===== src/rtl/ifetch_queue.sv =====
// Instruction fetch stage: drives next PC, issues in-order imem requests,
// buffers responses for decode. Optional IFETCH_STALL_CNT_EN adds stall_cnt.
module ifetch_queue #(
  parameter int          FIFO_DEPTH = 4,
  parameter logic [31:0] RESET_PC   = 32'h0000_0000
) (
  input  logic        clk,
  input  logic        rst,
  input  logic [31:0] pc_in,
  output logic [31:0] pc_next,
  output logic        imem_req_valid,
  input  logic        imem_req_ready,
  output logic [31:0] imem_req_addr,
  input  logic        imem_rsp_valid,
  input  logic [31:0] imem_rsp_data,
  output logic        instr_valid,
  input  logic        instr_ready,
  output logic [31:0] instr_out,
  output logic [31:0] instr_pc,
  input  logic        redirect_valid,
`ifdef IFETCH_STALL_CNT_EN
  input  logic [31:0] redirect_pc,
  output logic [31:0] stall_cnt
`else
  input  logic [31:0] redirect_pc
`endif
);

  localparam int AW = $clog2(FIFO_DEPTH);
  localparam int CW = AW + 1;
  localparam logic [CW-1:0] FULL = CW'(FIFO_DEPTH);

  logic [AW-1:0]         head;
  logic [AW-1:0]         tail;
  logic [AW-1:0]         fill;
  logic [CW-1:0]         alloc_cnt;
  logic [CW-1:0]         out_cnt;
  logic [15:0]           drop_cnt;
  logic [FIFO_DEPTH-1:0] vld;
  logic [31:0]           pc_mem   [FIFO_DEPTH];
  logic [31:0]           data_mem [FIFO_DEPTH];

  logic has_credit;
  logic req_ok;
  logic issue;
  logic head_ok;
  logic pop;
  logic rsp_drop;
  logic rsp_live;

  always_comb begin
    has_credit = (alloc_cnt != FULL);
    req_ok     = !redirect_valid && has_credit;
    issue      = rst && req_ok && imem_req_ready;
    head_ok    = (alloc_cnt != '0) && vld[head];
    pop        = head_ok && instr_ready && !redirect_valid;
    rsp_drop   = imem_rsp_valid && (drop_cnt != '0);
    rsp_live   = imem_rsp_valid && (drop_cnt == '0)
                 && (out_cnt != '0);
  end

  always_comb begin
    imem_req_valid = rst && req_ok;
    imem_req_addr  = pc_in;
    instr_valid    = rst && head_ok;
    instr_out      = rst ? data_mem[head] : '0;
    instr_pc       = rst ? pc_mem[head]   : '0;
    pc_next        = pc_in;
    unique case (1'b1)
      !rst:                       pc_next = RESET_PC;
      rst && redirect_valid:      pc_next = redirect_pc & ~32'h3;
      rst && !redirect_valid && issue:
                                  pc_next = pc_in + 32'd4;
      default:                    pc_next = pc_in;
    endcase
  end

  always_ff @(posedge clk or negedge rst) begin
    if (!rst) begin
      head      <= '0;
      tail      <= '0;
      fill      <= '0;
      alloc_cnt <= '0;
      out_cnt   <= '0;
      drop_cnt  <= '0;
      vld       <= '0;
    end else if (redirect_valid) begin
      head      <= '0;
      tail      <= '0;
      fill      <= '0;
      alloc_cnt <= '0;
      out_cnt   <= '0;
      vld       <= '0;
      // every request still in flight, less one answered now, is stale
      drop_cnt  <= drop_cnt + 16'(out_cnt)
                   - 16'(rsp_drop || rsp_live);
    end else begin
      if (issue)    tail <= tail + 1'b1;
      if (pop)      head <= head + 1'b1;
      if (rsp_live) fill <= fill + 1'b1;
      alloc_cnt <= alloc_cnt + CW'(issue) - CW'(pop);
      out_cnt   <= out_cnt + CW'(issue) - CW'(rsp_live);
      if (rsp_drop) drop_cnt <= drop_cnt - 16'd1;
      if (pop)      vld[head] <= 1'b0;
      if (rsp_live) vld[fill] <= 1'b1;
    end
  end

  always_ff @(posedge clk) begin
    if (issue)
      pc_mem[tail] <= pc_in;
    if (rsp_live && !redirect_valid)
      data_mem[fill] <= imem_rsp_data;
  end

`ifdef IFETCH_STALL_CNT_EN
  always_ff @(posedge clk or negedge rst) begin
    if (!rst)
      stall_cnt <= '0;
    else if ((imem_req_valid && !imem_req_ready)
             || (!has_credit && !redirect_valid))
      stall_cnt <= stall_cnt + 32'd1;
  end
`endif

endmodule


===== config.mk =====
export PLATFORM = sky130hd
export DESIGN_NAME = ifetch_queue
export DESIGN_NICKNAME = d
export VERILOG_FILES = /design/src/rtl/ifetch_queue.sv
export SDC_FILE = /design/constraint.sdc
export NUM_CORES = 1
export LEC_CHECK = 0
export CORE_ASPECT_RATIO = 0.75
export CORE_MARGIN = 4
export CORE_UTILIZATION = 56
export CTS_BUF_LIST = sky130_fd_sc_hd__clkbuf_4
export DETAILED_ROUTE_END_ITERATION = 12
export PLACE_DENSITY = 0.83
export SLEW_MARGIN = 20
export SYNTH_ARGS = -nofsm -noshare
export SYNTH_HDL_FRONTEND = slang
export SYNTH_SLANG_ARGS = --single-unit

===== constraint.sdc =====
create_clock -name clk -period 4.5 [get_ports clk]
set_input_delay 0.9 -clock clk [delete_from_list [all_inputs] [get_ports clk]]
set_output_delay 0.9 -clock clk [all_outputs]
set_load 0.01 [all_outputs]

# == Word-level counts from Yosys, hierarchy flattened ==
# Memories as Yosys holds them, arrays and structs flattened.
# Cells that the tools add are included.
# op_classes
n_addsub,11
order_cmp,4
n_eq_ne,1
n_mux,27
bitwise,3
n_reduce_logical,27
# op_table
cell,n
32-bit case mux with 3 select lines,1
32-bit 2-to-1 mux,2
"32-bit by 3-bit adder with 32-bit output, second input constant",1
16-bit 2-to-1 mux,2
16-bit by 3-bit adder with 16-bit output,1
1-bit logical AND,16
16-bit zero test,1
4-bit 2-to-1 mux,4
16-bit nonzero test,1
16-bit by 1-bit subtractor with 16-bit output,1
"16-bit by 1-bit subtractor with 16-bit output, second input constant",1
2-bit 2-to-1 mux,6
2-bit nonzero test,4
1-bit 2-to-1 mux,7
"2-bit by 1-bit adder with 2-bit output, second input constant",3
3-bit by 1-bit adder with 3-bit output,2
"2-bit by 3-bit less-than comparator with 1-bit output, second input constant",2
3-bit 2-to-1 mux,2
3-bit nonzero test,2
3-bit by 1-bit subtractor with 3-bit output,2
4-bit bitwise AND,1
1-bit demux with 2-bit select,2
"2-bit by 1-bit >= comparator with 1-bit output, second input constant",2
4-bit NOT,1
5 further kinds,6
# word_totals
reg_bits,32
ramBits,256
input_bits,102
output_inout_bits,130
wordCells,82
mem_count,2
# mem_list
name,words,width,read_ports,rd_ports_with_merged_regs,write_ports,line_no,text
data_mem,4,32,1,0,1,41,logic [31:0] data_mem [FIFO_DEPTH];
pc_mem,4,32,1,0,1,40,logic [31:0] pc_mem [FIFO_DEPTH];

# == Depth between registers and ports, before layout ==
# Gate-level depths: netlist of run 1.
# depth
word_depth,11
mapped_depth,17
mapped_depth_nobuf,17

# == Worst setup path after synthesis of run 1 ==
# Ideal clock, no wire load.
# synth_timing
path_type,flip-flop to flip-flop
from,reg drop_cnt[6]
to,reg drop_cnt[14]
setup_time_ps,82
t_arrival_ps,3580
required_ps,4418
path_slack_ps,838
stages_incl_launch_ff,17
n_path_buf,0
synth_period_minus_slack_ps,3662
cell_sequence,dfrtp_1 inv_1 ha_1 nand4_1 o41ai_1 nand2_1 ha_1 inv_1 ha_1 inv_1 fa_1 nand2b_1 a21oi_1 a31oi_1 a211oi_1 o21ai_0 a31oi_1
# synth_via
elab_chain_cells,6
elab_cells_between_ends,12
cone_classes,3 x add/sub; 2 x mux; 7 x reduce/logical
# synth_lines
element,line_no,text
start: declaration,38,logic [15:0] drop_cnt;
start signal: assignment,95,drop_cnt <= drop_cnt + 16'(out_cnt)
start signal: assignment,103,if (rsp_drop) drop_cnt <= drop_cnt - 16'd1;
"parallel branches: the longest is 6 deep, another holds 16-bit by 3-bit adder with 16-bit output",n/a,
# Several ways; the timed one is not identified. The select of a mux whose other input is x is not followed.
# A chain may end at the register's enable or synchronous reset.

# == Worst setup path in the final report of run 1 ==
# layout_timing
from,in pc_in[11]
to,out pc_next[24]
# layout_via
elab_chain_cells,2
# layout_lines
element,line_no,text
start: declaration,9,"input logic [31:0] pc_in,"
32-bit by 3-bit adder with 32-bit output,73,pc_next = pc_in + 32'd4;
32-bit case mux with 3 select lines,69,unique case (1'b1)
end: declaration,10,"output logic [31:0] pc_next,"
# No other way between the ends.

==> results of run 1 <==
power by group:
| group | internal (mW) | switching (mW) |
|---|---|---|
| registers | 3.00 | 0.0652 |
| clock network | 1.05 | 1.07 |
| logic | 0.845 | 1.06 |
| total | 4.90 | 2.19 |
routing by layer:
metal	part of all wire [%]	routed length [um]	track usage, %	vias up
met5	0	0	0	-
met4	2.5	861	8.61	0
met3	9.3	3240	5.93	57
met2	47	16600	38.6	535
met1	41	14300	35.5	4652
li1	-	-	-	4296
how the worst max path moves through the flow:
stage	start	endpoint	slack, ns
floorplan	drop_cnt[6]	drop_cnt[14]	0.84
global placement	pc_in[11]	pc_next[30]	0.09
detailed placement	pc_in[4]	pc_next[30]	0.05
CTS	pc_in[4]	pc_next[28]	0.03
global route	pc_in[8]	pc_next[25]	0.01
finish	pc_in[11]	pc_next[24]	0.11
registers in the layout, summed over array words and instances, names as in the netlist:
signal / count
alloc_cnt: 3
data_mem: 128
drop_cnt: 16
fill: 2
head: 2
out_cnt: 3
pc_mem: 128
tail: 2
vld: 4
layout make-up:
| type | instances | area (um2) |
|---|---|---|
| Inverter | 57 | 214 |
| Fill cell | 1554 | 6530 |
| Timing Repair Buffer | 292 | 2830 |
| Clock inverter | 33 | 193 |
| Tap cell | 331 | 414 |
| Multi-Input combinational cell | 559 | 4900 |
| Antenna cell | 3 | 7.51 |
| Clock buffer | 93 | 698 |
| Sequential cell | 288 | 8490 |
Yosys cell counts, drive strengths merged, types with 5 or more instances:
master	n
clkbuf	26
xor2	6
a21oi	38
o22ai	5
edfxtp	256
ha	54
a211oi	11
and2	72
nand2	52
a31oi	5
nand3	21
nor3	12
and4	5
nor4	7
mux2i	5
nor2	41
mux4	65
and3	13
o21ai	23
o211ai	7
xnor2	35
a31o	5
buf	46
dfrtp	32
nand4	9
inv	57
or3	6
nor2b	9
per-stage QoR:
step	util (%)	worst slack, ns
2_1_floorplan	-	0.838
3_3_place_gp	69.3	0.0943
3_5_place_dp	69.3	0.0536
4_1_cts	73.0	0.0314
5_1_grt	73.1	0.0100
6_report	73.1	0.112
worst max-delay path: stages:
cell	delay (ns)
clkdlybuf4s50_1	0.53
nand4_1	0.19
or4_4	0.59
or3_4	0.44
o311ai_1	0.23
clkdlybuf4s50_1	0.60
timing repair:
action                                  in CTS  in global routing
setup buffers                                0                  0
endpoints found under the setup margin       0                  7
gates resized for setup                      0                  6
layout by cell type, fill, tap and decap left out, drive strengths merged, types with 4 or more instances in the layout:
master and n:
edfxtp 256, clkdlybuf4s50 224, clkbuf 93, and2 72, mux4 65, buf 65, inv 60, ha 54
nand2 52, nor2 41, a21oi 38, xnor2 35, dfrtp 32, clkinv 26, o21ai 23, nand3 21
and3 13, nor3 12, a211oi 11, nor2b 9, nand4 9, o211ai 7, nor4 7, xor2 6
or3 6, o22ai 5, mux2i 5, a31oi 5, a31o 5, and4 5, a22o 4, a21o 4
or2 4, o311ai 4
logic make-up after synthesis:
family	after synthesis	synth area share, %
flip-flops	288	60.6
AND/OR/NAND/NOR	260	10.0
AO/OA/AOI/OAI	130	6.15
buffers and inverters	129	4.48
multiplexers	71	10.9
adder cells (fa/ha/maj)	57	5.25
XOR/XNOR	41	2.56
==> flow_summary.yaml, run 1 <==
cells_and_area:
  final_cells: 1656
  drive_above_1_share_pct: 20.1
  post-route-cell-area_mm2: 0.0178
  fin_nets: 1427
  syn_to_final_growth_pct: 26.8
hold_path:
  min_path_type: "input pin to asynchronous set/reset pin"
synth:
  synth_area_per_cell_um2: 14.3
  synth_top_cell_by_area: "edfxtp_1"
  synthCells: 976
  ys_types: 71
  synth_nets: 1135
  async_flop_share_pct: 11.1
  netlist_area_mm2: 0.0140
  synthTopCellsByArea: "edfxtp_1, mux4_2, dfrtp_1, ha_1, and2_1"
  ys_seq_area_share_pct: 60.6
  synth_edf_count: 256
  synth_top_area_share_pct: 54.9
  synth_ff_type: "edfxtp_1"
  yosysWarnings: 0
  ys_seq_elements: 288
grt:
  grt_max_degree: 96
  antenna_found_initial: 2
  grt_pass1_vias: 9634
  grtUsageTotal_pct: 25.0
  overflow: 0
  grt_first_pass_wirelength_um: 54400
place:
  io_buffers: 229
  gp_congestion: 0.892
  place_inst: 1527
  place_area_mm2: 0.0168
  hpwl_um: 23600
sta:
  maxSlewHeadroom_pct: 43.2
  tightest_slew_ns: 0.852
  setup_viol: 0
  rsz0062_at_grt: "no"
  hold_ws_ns: 0.368
  finalSetupTns_ns: 0
  fin_crit_sh_pct: 97.5
  drv_slew: 0
  clock_skew_ns: 0.0575
  finalCriticalPeriod_ns: 4.39
  fmax_ghz: 0.228
  finalHoldViolations: 0
drt:
  drtAntennaViolNets: 0
  routedWlPerCell_um: 21.1
  viasPerCell: 5.76
  drtIter0Drc: 987
  drcViolationCount: 0
  via_count: 9540
  drt-pass1-iter-count: 6
  drt_wl_total_um: 34900
power_and_ir_drop:
  powerDensity_mw_per_mm2: 399
  power_mw: 7.09
  leakage_nw: 6.37
  irDropWorstVdd_v: 0.000409
floorplanning:
  num_io_pins: 232
  rows: 49
  core-area_mm2: 0.0243
  die_h_um: 145
  die-area_mm2: 0.0276
  die_x_um: 191
  start_util_pct: 57.7
critical_path:
  worst_ep_required_time_ns: 3.60
  r2r_slack_ns: 0.54
  cp-start-kind: "input pin"
  path_class: "input pin to output port"
  reg2reg_to: "drop_cnt[14]"
  arrival_ns: 3.49
  crit_path_end_kind: "output port"
  reg2reg_from: "drop_cnt[8]"
  r2r_cells: 16
  cp_max_fo: 5
cts:
  htree_levels: 3
  cts_buffers: 70
  clock-sinks: 288
  cts-hold-fix-buffers: 0
  clkTransAtPathRegs_ns: 0.08
  clockRootBuffer: "clkbuf_4"
  clk_latency_ns: 0.69
  cts_tree: "yes"
  cts_buffer_depth: 3
outcome:
  status: "completed"
job:
  max_cap_violations: 0
(Power assumes the default switching activity.)
==> run 2, diff against run 1 <==
--- a/config.mk
+++ b/config.mk
@@ -5,6 +5,7 @@
 export SDC_FILE = /design/constraint.sdc
 export NUM_CORES = 1
 export LEC_CHECK = 0
+export ABC_CLOCK_PERIOD_IN_PS = 4500
 export CORE_ASPECT_RATIO = 0.75
 export CORE_MARGIN = 4
 export CORE_UTILIZATION = 56
==> results of run 2 <==
Final layout, timing and power as in run 1 (identical DEF).
==> run 3, diff against run 2 <==
--- a/config.mk
+++ b/config.mk
@@ -5,13 +5,13 @@
 export SDC_FILE = /design/constraint.sdc
 export NUM_CORES = 1
 export LEC_CHECK = 0
-export ABC_CLOCK_PERIOD_IN_PS = 4500
+export ABC_CLOCK_PERIOD_IN_PS = 5600
 export CORE_ASPECT_RATIO = 0.75
 export CORE_MARGIN = 4
-export CORE_UTILIZATION = 56
+export CORE_UTILIZATION = 60
 export CTS_BUF_LIST = sky130_fd_sc_hd__clkbuf_4
 export DETAILED_ROUTE_END_ITERATION = 12
-export PLACE_DENSITY = 0.83
+export PLACE_DENSITY = 0.88
 export SLEW_MARGIN = 20
 export SYNTH_ARGS = -nofsm -noshare
 export SYNTH_HDL_FRONTEND = slang
==> constraint.sdc (replaced) <==
create_clock -name clk -period 5.6 [get_ports clk]
set_input_delay 1.12 -clock clk [delete_from_list [all_inputs] [get_ports clk]]
set_output_delay 1.12 -clock clk [all_outputs]
set_load 0.01 [all_outputs]
==> flow_summary.yaml, run 3 (synthesis gave the netlist of run 1 again) <==
outcome:
  status: "completed"
critical_path:
  crit_path_end_kind: "output port"
  slowest_delay_ns: 0.70
  cp-start-kind: "input pin"
  r2r_slack_ns: 1.26
  reg2reg_to: "drop_cnt[14]"
  path_class: "input pin to output port"
  slowest_stage: "clkdlybuf4s50_1"
  worst_ep_required_time_ns: 4.48
  worstPathCellList: "clkdlybuf4s50_1, ha_1, nand2_1, or4_4, nor3_1, nand2_1, mux2i_1, a21o_1, clkdlybuf4s50_1"
  reg2reg_from: "drop_cnt[8]"
  r2r_cells: 16
  arrival_ns: 4.18
  cp_max_fo: 9
drt:
  drcViolationCount: 0
  drt-pass1-iter-count: 6
  drtAntennaViolNets: 0
  drtIter0Drc: 817
  viasPerCell: 5.89
  routedWlPerCell_um: 20.9
  via_count: 9323
  drt_wl_total_um: 33200
place:
  post-place-ws_ns: 0.365
  io_buffers: 229
  gp_congestion: 0.934
  hpwl_um: 22200
job:
  max_cap_violations: 0
cts:
  cts.repair.resized: 0
  cts-hold-fix-buffers: 0
  clkTransAtPathRegs_ns: 0.07
  clockRootBuffer: "clkbuf_4"
  cts_buffer_depth: 3
  clk_latency_ns: 0.68
  cts_tree: "yes"
  htree_levels: 3
  cts_buffers: 70
  clock-sinks: 288
  postCtsSetupBuffers: 0
sta:
  setup_viol: 0
  fmax_ghz: 0.189
  finalSetupTns_ns: 0
  maxSlewHeadroom_pct: 33.1
  fin_crit_sh_pct: 94.6
  tightest_slew_ns: 1.00
  rsz0062_at_grt: "no"
  drv_slew: 0
  finalHoldViolations: 0
  finalCriticalPeriod_ns: 5.30
  fin_ws_ns: 0.301
  clock_skew_ns: 0.0442
floorplanning:
  die-area_mm2: 0.0259
  die_h_um: 140
  rows: 48
  core-area_mm2: 0.0230
  num_io_pins: 232
  start_util_pct: 60.9
  die_x_um: 184
grt:
  grt_max_degree: 70
  antenna_found_initial: 1
  grt_first_pass_wirelength_um: 52100
  grtUsageTotal_pct: 25.9
  overflow: 0
  grt_pass1_vias: 9461
cells_and_area:
  final_cell_mix: "edfxtp_1, clkdlybuf4s50_1, clkbuf_4"
  drive_above_1_share_pct: 18.0
  syn_to_final_growth_pct: 24.1
  utilization_pct: 75.6
  reg_top3: "data_mem x128, pc_mem x128, drop_cnt x16"
  mostFrequentLayoutCell: "edfxtp_1"
  fin_nets: 1390
hold_path:
  holdPathStages: 1
  min_path_type: "flip-flop to flip-flop"
  worstHoldEndpoint: "vld[2]"
  hold_start: "vld[2]"
power_and_ir_drop:
  irDropWorstVdd_v: 0.000298
  leakage_nw: 6.15
  powerDensity_mw_per_mm2: 327
-- run 3: how the worst max path moves through the flow --
stage | to | slack [ns] | cells after the start | from
detailed placement | pc_next[26] | 0.37 | 9 | pc_in[2]
floorplan | pc_next[24] | 1.81 | 6 | pc_in[2]
CTS | pc_next[26] | 0.33 | 9 | pc_in[2]
finish | pc_next[26] | 0.30 | 9 | pc_in[2]
global placement | pc_next[25] | 0.37 | 9 | pc_in[15]
global route | pc_next[26] | 0.22 | 9 | pc_in[2]
-- run 3: cell type report --
| class | instances | area [um2] |
|---|---|---|
| flip-flops and latches | 288 | 8500 |
| fillers | 1371 | 5620 |
| multi-input cells | 559 | 4900 |
| repair buffers | 255 | 2500 |
| clock buffers | 103 | 773 |
| well taps | 300 | 375 |
| inverters | 57 | 214 |
| clock inverters | 21 | 125 |
| diodes | 1 | 2.50 |
-- run 3: worst max-delay path: cells and delay by family --
family                     cells  cell delay [ns]
muxes                          1             0.24
and+or+nand+nor                4             1.22
AOI/OAI and AO/OA              1             0.11
buffers and inverters          2             1.22
adders and majority gates      1             0.26
-- run 3: layer usage --
layer	track usage (%)	wire length, um
met3	5.43	2610
met2	40.9	16100
met5	0	0
met4	9.10	848
met1	36.3	13600
-- run 3: per-stage QoR --
| stage | power (mW) | area, um2 | hold slack, ns | instances |
|---|---|---|---|---|
| after floorplan | 3.54 | 14000 | 0.485 | 976 |
| after global placement | 3.93 | 16500 | 0.496 | 1459 |
| after detailed placement | 3.98 | 16500 | 0.526 | 1459 |
| after CTS | 5.71 | 17400 | 0.542 | 1583 |
| after global routing | 6.04 | 17400 | 0.545 | 1584 |
| final | 5.69 | 17400 | 0.542 | 1584 |
-- run 3: power by group --
group	total, mW	switching, mW	internal (mW)
logic	1.50	0.832	0.665
clock network	1.73	0.829	0.898
registers	2.47	0.0512	2.41
